===== src/rtl/pp_pkg.sv =====
// rtl/pp_pkg.sv - opcodes, instruction field helpers and stage-register types
package pp_pkg;

    localparam logic [3:0] OP_NOP   = 4'd0;
    localparam logic [3:0] OP_ADD   = 4'd1;
    localparam logic [3:0] OP_SUB   = 4'd2;
    localparam logic [3:0] OP_LOADI = 4'd3;
    localparam logic [3:0] OP_AND   = 4'd4;
    localparam logic [3:0] OP_OR    = 4'd5;
    localparam logic [3:0] OP_XOR   = 4'd6;
    localparam logic [3:0] OP_JMP   = 4'd7;
    localparam logic [3:0] OP_BEQZ  = 4'd8;
    localparam logic [3:0] OP_HALT  = 4'd15;

    // Fields are extracted from a zero-extended 64-bit copy of the instruction
    // so one set of helpers serves every REG_AW/IMM_W combination.
    function automatic logic [3:0] f_opcode(input logic [63:0] instr, input int reg_aw, input int imm_w);
        return 4'(instr >> (2 * reg_aw + imm_w));
    endfunction

    function automatic logic [63:0] f_field_mask(input int width);
        return (64'd1 << width) - 64'd1;
    endfunction

    function automatic logic [63:0] f_rd(input logic [63:0] instr, input int reg_aw, input int imm_w);
        return (instr >> (reg_aw + imm_w)) & f_field_mask(reg_aw);
    endfunction

    function automatic logic [63:0] f_rs(input logic [63:0] instr, input int reg_aw, input int imm_w);
        return (instr >> imm_w) & f_field_mask(reg_aw);
    endfunction

    function automatic logic [63:0] f_imm(input logic [63:0] instr, input int imm_w);
        return instr & f_field_mask(imm_w);
    endfunction

    function automatic logic f_writes_reg(input logic [3:0] op);
        return (op == OP_ADD) || (op == OP_SUB) || (op == OP_LOADI) ||
               (op == OP_AND) || (op == OP_OR)  || (op == OP_XOR);
    endfunction

    typedef struct packed {
        logic       valid;
        logic [3:0] op;
    } stage_ctl_t;

endpackage


===== src/rtl/pp_regfile.sv =====
// rtl/pp_regfile.sv - register file with write-through read ports and debug read
module pp_regfile
    import pp_pkg::*;
#(
    parameter int DATA_W = 16,
    parameter int REG_AW = 2
) (
    input  logic              clk,
    input  logic              reset_n,
    input  logic              we,
    input  logic [REG_AW-1:0] waddr,
    input  logic [DATA_W-1:0] wdata,
    input  logic [REG_AW-1:0] raddr_a,
    output logic [DATA_W-1:0] rdata_a,
    input  logic [REG_AW-1:0] raddr_b,
    output logic [DATA_W-1:0] rdata_b,
    input  logic [REG_AW-1:0] dbg_raddr,
    output logic [DATA_W-1:0] dbg_rdata
);

    localparam int NUM_REGS = 2 ** REG_AW;

    logic [DATA_W-1:0] regs_q [NUM_REGS];
    logic [DATA_W-1:0] regs_d [NUM_REGS];

    // Next register contents: only the addressed entry changes on a write
    always_comb begin
        regs_d = regs_q;
        if (we) begin
            regs_d[waddr] = wdata;
        end
    end

    // Register storage with asynchronous clear
    always_ff @(posedge clk or negedge reset_n) begin
        if (!reset_n) begin
            for (int i = 0; i < NUM_REGS; i++) begin
                regs_q[i] <= '0;
            end
        end else begin
            regs_q <= regs_d;
        end
    end

    // Pipeline read ports see a same-edge write so ID never needs a WB bypass
    assign rdata_a   = (we && (waddr == raddr_a)) ? wdata : regs_q[raddr_a];
    assign rdata_b   = (we && (waddr == raddr_b)) ? wdata : regs_q[raddr_b];
    assign dbg_rdata = regs_q[dbg_raddr];

endmodule


===== src/rtl/pipeline_processor_p.sv =====
// rtl/pipeline_processor_p.sv - four-stage IF/ID/EX/WB processor with forwarding, branches and HALT
module pipeline_processor_p
    import pp_pkg::*;
#(
    parameter  int DATA_W  = 16,
    parameter  int REG_AW  = 2,
    parameter  int IMM_W   = 8,
    parameter  int IMEM_AW = 4,
    localparam int INSTR_W = 4 + 2 * REG_AW + IMM_W
) (
    input  logic               clk,
    input  logic               reset_n,
    input  logic               run,
    input  logic               imem_we,
    input  logic [IMEM_AW-1:0] imem_addr,
    input  logic [INSTR_W-1:0] imem_wdata,
    input  logic [REG_AW-1:0]  dbg_raddr,
    output logic [DATA_W-1:0]  dbg_rdata,
    output logic [IMEM_AW-1:0] pc,
    output logic               wb_valid,
    output logic [REG_AW-1:0]  wb_rd,
    output logic [DATA_W-1:0]  wb_data,
    output logic               halted
);

    localparam int IMEM_DEPTH = 2 ** IMEM_AW;

    logic [INSTR_W-1:0] imem_q [IMEM_DEPTH];

    logic [IMEM_AW-1:0] pc_q, pc_d;
    logic               halted_q, halted_d;
    logic               ifid_valid_q, ifid_valid_d;
    logic [INSTR_W-1:0] ifid_instr_q, ifid_instr_d;
    stage_ctl_t         idex_ctl_q, idex_ctl_d;
    logic [REG_AW-1:0]  idex_rd_q, idex_rd_d;
    logic [REG_AW-1:0]  idex_rs_q, idex_rs_d;
    logic [DATA_W-1:0]  idex_a_q, idex_a_d;
    logic [DATA_W-1:0]  idex_b_q, idex_b_d;
    logic [IMM_W-1:0]   idex_imm_q, idex_imm_d;
    logic               wb_valid_q, wb_valid_d;
    logic [REG_AW-1:0]  wb_rd_q, wb_rd_d;
    logic [DATA_W-1:0]  wb_data_q, wb_data_d;

    logic [63:0]        id_word;
    logic [3:0]         id_op;
    logic [REG_AW-1:0]  id_rd, id_rs;
    logic [IMM_W-1:0]   id_imm;
    logic [DATA_W-1:0]  id_a, id_b;

    logic [DATA_W-1:0]  ex_a, ex_b, ex_result;
    logic [IMEM_AW-1:0] ex_target;
    logic               ex_taken, ex_halt, ex_writes;

    pp_regfile #(
        .DATA_W (DATA_W),
        .REG_AW (REG_AW)
    ) u_regfile (
        .clk       (clk),
        .reset_n   (reset_n),
        .we        (wb_valid_q && run),
        .waddr     (wb_rd_q),
        .wdata     (wb_data_q),
        .raddr_a   (id_rd),
        .rdata_a   (id_a),
        .raddr_b   (id_rs),
        .rdata_b   (id_b),
        .dbg_raddr (dbg_raddr),
        .dbg_rdata (dbg_rdata)
    );

    // Instruction memory write port; untouched by run and reset so programs survive both
    always_ff @(posedge clk) begin
        if (imem_we) begin
            imem_q[imem_addr] <= imem_wdata;
        end
    end

    // Decode the instruction held in IF/ID
    always_comb begin
        id_word = 64'(ifid_instr_q);
        id_op   = f_opcode(id_word, REG_AW, IMM_W);
        id_rd   = REG_AW'(f_rd(id_word, REG_AW, IMM_W));
        id_rs   = REG_AW'(f_rs(id_word, REG_AW, IMM_W));
        id_imm  = IMM_W'(f_imm(id_word, IMM_W));
    end

    // EX: forward from EX/WB, compute the ALU result and resolve control flow
    always_comb begin
        ex_a      = (wb_valid_q && (wb_rd_q == idex_rd_q)) ? wb_data_q : idex_a_q;
        ex_b      = (wb_valid_q && (wb_rd_q == idex_rs_q)) ? wb_data_q : idex_b_q;
        ex_target = IMEM_AW'(idex_imm_q);
        ex_taken  = idex_ctl_q.valid &&
                    ((idex_ctl_q.op == OP_JMP) || ((idex_ctl_q.op == OP_BEQZ) && (ex_a == '0)));
        ex_halt   = idex_ctl_q.valid && (idex_ctl_q.op == OP_HALT);
        ex_writes = idex_ctl_q.valid && f_writes_reg(idex_ctl_q.op);
        case (idex_ctl_q.op)
            OP_ADD:   ex_result = ex_a + ex_b;
            OP_SUB:   ex_result = ex_a - ex_b;
            OP_LOADI: ex_result = DATA_W'(idex_imm_q);
            OP_AND:   ex_result = ex_a & ex_b;
            OP_OR:    ex_result = ex_a | ex_b;
            OP_XOR:   ex_result = ex_a ^ ex_b;
            default:  ex_result = ex_a;
        endcase
    end

    // Pipeline advance: everything holds while run is low; flushes kill IF/ID and ID/EX
    always_comb begin
        pc_d         = pc_q;
        halted_d     = halted_q;
        ifid_valid_d = ifid_valid_q;
        ifid_instr_d = ifid_instr_q;
        idex_ctl_d   = idex_ctl_q;
        idex_rd_d    = idex_rd_q;
        idex_rs_d    = idex_rs_q;
        idex_a_d     = idex_a_q;
        idex_b_d     = idex_b_q;
        idex_imm_d   = idex_imm_q;
        wb_valid_d   = wb_valid_q;
        wb_rd_d      = wb_rd_q;
        wb_data_d    = wb_data_q;
        if (run) begin
            if (halted_q || ex_halt) begin
                pc_d = pc_q;
            end else if (ex_taken) begin
                pc_d = ex_target;
            end else begin
                pc_d = pc_q + 1'b1;
            end
            halted_d         = halted_q || ex_halt;
            ifid_valid_d     = !(halted_q || ex_halt || ex_taken);
            ifid_instr_d     = imem_q[pc_q];
            idex_ctl_d.valid = ifid_valid_q && !(ex_halt || ex_taken);
            idex_ctl_d.op    = id_op;
            idex_rd_d        = id_rd;
            idex_rs_d        = id_rs;
            idex_a_d         = id_a;
            idex_b_d         = id_b;
            idex_imm_d       = id_imm;
            wb_valid_d       = ex_writes;
            if (ex_writes) begin
                wb_rd_d   = idex_rd_q;
                wb_data_d = ex_result;
            end
        end
    end

    // Pipeline state registers with asynchronous reset
    always_ff @(posedge clk or negedge reset_n) begin
        if (!reset_n) begin
            pc_q         <= '0;
            halted_q     <= 1'b0;
            ifid_valid_q <= 1'b0;
            ifid_instr_q <= '0;
            idex_ctl_q   <= '0;
            idex_rd_q    <= '0;
            idex_rs_q    <= '0;
            idex_a_q     <= '0;
            idex_b_q     <= '0;
            idex_imm_q   <= '0;
            wb_valid_q   <= 1'b0;
            wb_rd_q      <= '0;
            wb_data_q    <= '0;
        end else begin
            pc_q         <= pc_d;
            halted_q     <= halted_d;
            ifid_valid_q <= ifid_valid_d;
            ifid_instr_q <= ifid_instr_d;
            idex_ctl_q   <= idex_ctl_d;
            idex_rd_q    <= idex_rd_d;
            idex_rs_q    <= idex_rs_d;
            idex_a_q     <= idex_a_d;
            idex_b_q     <= idex_b_d;
            idex_imm_q   <= idex_imm_d;
            wb_valid_q   <= wb_valid_d;
            wb_rd_q      <= wb_rd_d;
            wb_data_q    <= wb_data_d;
        end
    end

    assign pc       = pc_q;
    assign halted   = halted_q;
    assign wb_valid = wb_valid_q;
    assign wb_rd    = wb_rd_q;
    assign wb_data  = wb_data_q;

endmodule


===== config.mk =====
export PLATFORM = sky130hd
export DESIGN_NAME = pipeline_processor_p
export DESIGN_NICKNAME = d
export VERILOG_FILES = /design/src/rtl/pp_pkg.sv /design/src/rtl/pp_regfile.sv /design/src/rtl/pipeline_processor_p.sv
export SDC_FILE = /design/constraint.sdc
export NUM_CORES = 1
export LEC_CHECK = 0
export ABC_AREA = 1
export CAP_MARGIN = 40
export CORE_AREA = 2 2 179 181
export CTS_CLUSTER_SIZE = 25
export DETAILED_ROUTE_END_ITERATION = 10
export DIE_AREA = 0 0 181 183
export DONT_BUFFER_PORTS = 1
export PLACE_DENSITY_LB_ADDON = 0.1
export SETUP_SLACK_MARGIN = 0.02
export SYNTH_ARGS = -nofsm -noshare
export SYNTH_HDL_FRONTEND = slang
export SYNTH_SLANG_ARGS = --single-unit

===== constraint.sdc =====
create_clock -name clk -period 6.25 [get_ports clk]
set_input_delay 1.25 -clock clk [delete_from_list [all_inputs] [get_ports clk]]
set_output_delay 1.25 -clock clk [all_outputs]
set_load 0.01 [all_outputs]

==> tab_implementation.tex <==
\begin{tabular}{lr}
\hline
Metric & Value \\
\hline
\multicolumn{2}{l}{\textbf{Status}} \\
\quad Result of the run & finished clean \\
\multicolumn{2}{l}{\textbf{Synth}} \\
\quad Fraction of registers with async set or reset after synthesis & 37.6\% \\
\quad Number of enable-type register cells in the synthesized netlist & 256 \\
\quad Ys Warns & 0 \\
\quad Cell count after synthesis & 2110 \\
\quad Average instance area after synthesis & approximately 9.5 µm² \\
\quad Post-synthesis instance area & 20000 µm² \\
\quad Proportion of synthesized chip area in sequential cells & 57.7\% \\
\quad Top cells by count, synth & 400 x o21ai\_0, 312 x nor2\_1, 256 x edfxtp\_1, 256 x nand2\_1, 154 x dfrtp\_1 \\
\quad Synthesized netlist net count & 2182 \\
\quad Unique masters post-synth & 49 \\
\quad Top cell type's share of synthesized area & 38.4\% \\
\quad Cell type with the highest aggregate area in the netlist & edfxtp\_1 \\
\quad Synth area leaders & edfxtp\_1 38\%, dfrtp\_1 19\%, o21ai\_0 10\% \\
\quad Most repeated cell in the gate-level netlist after synthesis & o21ai\_0 \\
\quad Predominant post-synthesis flop cell & edfxtp\_1 \\
\quad Register bit total from synthesis & 410 \\
\multicolumn{2}{l}{\textbf{Clock tree}} \\
\quad H-tree level count & 2 \\
\quad Clock tree from TritonCTS & built \\
\quad Clock latency at the later pin of the worst-skew pair & 0.58 ns \\
\quad Number of CTS-inserted buffers & 43 \\
\quad Post-CTS Hold Buffers & 0 \\
\quad \# clock sinks & 410 \\
\quad Clock slew at reported path FFs & 0.06 ns \\
\quad Root buf cell & clkbuf\_16 \\
\quad Post-cts sizing count & 0 \\
\quad Post-CTS Setup Bufs & 0 \\
\quad Clock Tree Buf Depth & 3 \\
\multicolumn{2}{l}{\textbf{Drt}} \\
\quad Violation count after the first detailed-routing iteration & 1599 \\
\quad Total number of vias & 15.8k \\
\quad Number of design rule violations left after detail routing & 0 \\
\quad Via count normalized by instance count & 6.30 \\
\quad Length of the first detailed-routing pass in iterations & 6 \\
\quad Post-DR wirelength/cell & roughly 22 µm \\
\quad Total wire length after detailed routing & 54100 µm \\
\quad Routed Antenna Nets & 0 \\
\multicolumn{2}{l}{\textbf{Floorplanning}} \\
\quad Starting density of the core & 64.0\% \\
\quad Total die area & 33100 µm² \\
\quad Chip Width & 181 µm \\
\quad Number of primary I/O pins & 66 \\
\quad Floorplan Core Area & 31200 µm² \\
\quad Die Ht & 183 µm \\
\quad Total number of placement rows & 65 \\
\multicolumn{2}{l}{\textbf{Worst setup path}} \\
\quad Crit end category & register \\
\quad Worst Path Required & 6.73 ns \\
\quad R2r startpoint & wb\_rd[1] \\
\quad Maximum net fanout on the critical path & 22 \\
\quad Type of the worst setup path & reg -> reg \\
\quad Reg-to-reg slack, setup & 2.15 ns \\
\quad Origin of the worst setup path & wb\_rd[1] \\
\quad Worst endpoint data arrival time & 4.58 ns \\
\quad Launching element type of the critical path & register \\
\multicolumn{2}{l}{\textbf{GRT}} \\
\quad GR Overflow Total & 0 \\
\quad Global-route usage over all layers & 33.1\% \\
\quad Vias in the first global route & 15.3k \\
\quad Pin count of the biggest net entering global routing & around 160 \\
\quad First-pass GRT wire length & between 80000 and 90000 µm \\
\quad Initial antenna violation count & 0 \\
\multicolumn{2}{l}{\textbf{Cells and area}} \\
\quad Finished Cell Area & 21800 µm² \\
\quad Number of fill cells in the layout & between 2k and 2.5k \\
\quad Utilization after layout & 69.7\% \\
\quad Syn-to-layout area delta & 8.86\% \\
\quad Share of final-layout standard cells stronger than drive strength 1 & 9.47\% \\
\quad Number of nets at the end of the flow & 2139 \\
\quad Number of antenna diodes & 0 \\
\multicolumn{2}{l}{\textbf{Job}} \\
\quad Total of max-cap violations & 0 \\
\multicolumn{2}{l}{\textbf{STA}} \\
\quad Setup clock skew after layout & 0.0205 ns \\
\quad Hold Fails Final Rpt & 0 \\
\quad RSZ-0062 raised after global routing & no \\
\quad Sum of negative setup slack & 0 ns \\
\quad Final setup vio count & 0 \\
\quad Fmax & approximately 0.24 GHz \\
\quad Fin. max-slew vios & 0 \\
\quad PnR worst setup slack & between 2 and 2.5 ns \\
\quad Final clock period utilization by the worst path & 65.5\% \\
\quad Tightest Pin Transition & 0.831 ns \\
\quad Worst rel slew slack & 43.2\% \\
\quad Final min period & 4.10 ns \\
\multicolumn{2}{l}{\textbf{Placed design}} \\
\quad Total cell area at the placement stage & 20400 µm² \\
\quad Weighted congestion reported at the end of routability-driven placement & 0.926 \\
\quad Number of I/O port buffers & 0 \\
\quad Post-DP HPWL & approximately 34000 µm \\
\quad Pre-CTS setup slack & about 2.3 ns \\
\multicolumn{2}{l}{\textbf{Pwr}} \\
\quad P per Cell Area & about 300 nW/µm² \\
\quad Total design power & 6.43 mW \\
\quad Lkg Pwr & around 8.7 nW \\
\quad Worst vdd ir & 0.000301 V \\
\multicolumn{2}{l}{\textbf{Min path}} \\
\quad Class of the tightest hold or removal check & in -> async \\
\hline
\end{tabular}
==> registers in the layout, indices dropped and copies added (netlist names) <==
name	count
idex_imm_q	8
halted	1
ifid_valid_q	1
imem_q	256
idex_b_q	16
idex_rd_q	2
wb_data	16
pc	4
idex_rs_q	2
u_regfile.regs_q	64
wb_rd	2
idex_ctl_q	5
wb_valid	1
idex_a_q	16
ifid_instr_q	16
==> critical path: stages (launching register included) <==
cell     delay [ns]
dfrtp_1        0.55
inv_2          0.16
nand2_1        0.06
nand2_1        0.44
nand3_4        0.42
o21ai_2        0.37
o21ai_0        0.16
xor2_1         0.17
ha_1           0.35
a21oi_1        0.17
nand2_1        0.10
nand2_1        0.07
nand2_1        0.05
a21oi_1        0.22
inv_1          0.11
nand2_1        0.07
nand2_1        0.07
nand3_1        0.09
nand2_1        0.06
nand2_1        0.06
nand3_1        0.07
a22oi_1        0.17
==> cell families after synthesis <==
group | after synthesis | synth area share (%)
fa+ha+maj | 46 | 2.92
compound gates | 681 | 18.9
xor+xnor | 16 | 0.701
flops | 410 | 57.7
simple gates | 682 | 14.4
buf+inv | 275 | 5.43
==> worst paths after layout <==
kind,end,cells past startpoint
max,wb_data[12],21
min,u_regfile.regs_q[59],0
max reg2reg,wb_data[12],21
min reg2reg,idex_ctl_q[1],2
max in group asynchronous,wb_data[15],0
min in group clk,idex_ctl_q[1],2
==> per-stage QoR <==
| stage | hold WS, ns | cells |
|---|---|---|
| finish | 0.382 | 2504 |
| global route | 0.362 | 2504 |
| CTS | 0.352 | 2504 |
| detailed placement | 0.466 | 2424 |
| global placement | 0.467 | 2420 |
| floorplan | 0.449 | 2110 |
==> layer usage <==
metal  vias up  global-route usage [%]  routed length [µm]  share of wire, %
met5         -                       0                   0                 0
met4         0                    19.2                3040               5.6
met3       168                    6.39                4440               8.2
met2       722                    55.4               26400                49
met1      7605                    40.6               20200                37
li1       7271                       -                   -                 -
==> power breakdown <==
group          internal [mW]  leakage [nW]  total, mW  switching [mW]
clock                   1.48         0.679       2.57            1.09
sequential              3.00          4.27       3.09          0.0882
combinational          0.252          3.72      0.779           0.527
total                   4.73          8.66       6.43            1.71
==> final cells by class <==
| cell class | count | area [µm²] | share of cell area (%) |
|---|---|---|---|
| sequential | 410 | 11500 | 53.0 |
| multi-input combinational | 1425 | 7430 | 34.1 |
| clock buffer | 55 | 1140 | 5.24 |
| inverter | 147 | 553 | 2.54 |
| tap | 402 | 503 | 2.31 |
| timing repair buffer | 40 | 328 | 1.51 |
| clock inverter | 25 | 270 | 1.24 |
==> cells in the final DEF, fill, tap and decap left out, types with 37 or more instances in the layout <==
cell type | synthesis | layout
ha_1 | 45 | 45
o22ai_1 | 86 | 86
nand3_1 | 50 | 50
buf_4 | 2 | 37
clkbuf_16 | 0 | 43
nor2_1 | 312 | 296
o21ai_0 | 400 | 400
nand2_1 | 256 | 256
a21oi_1 | 98 | 98
edfxtp_1 | 256 | 256
inv_1 | 138 | 137
dfrtp_1 | 154 | 152
(Power assumes the default switching activity.)
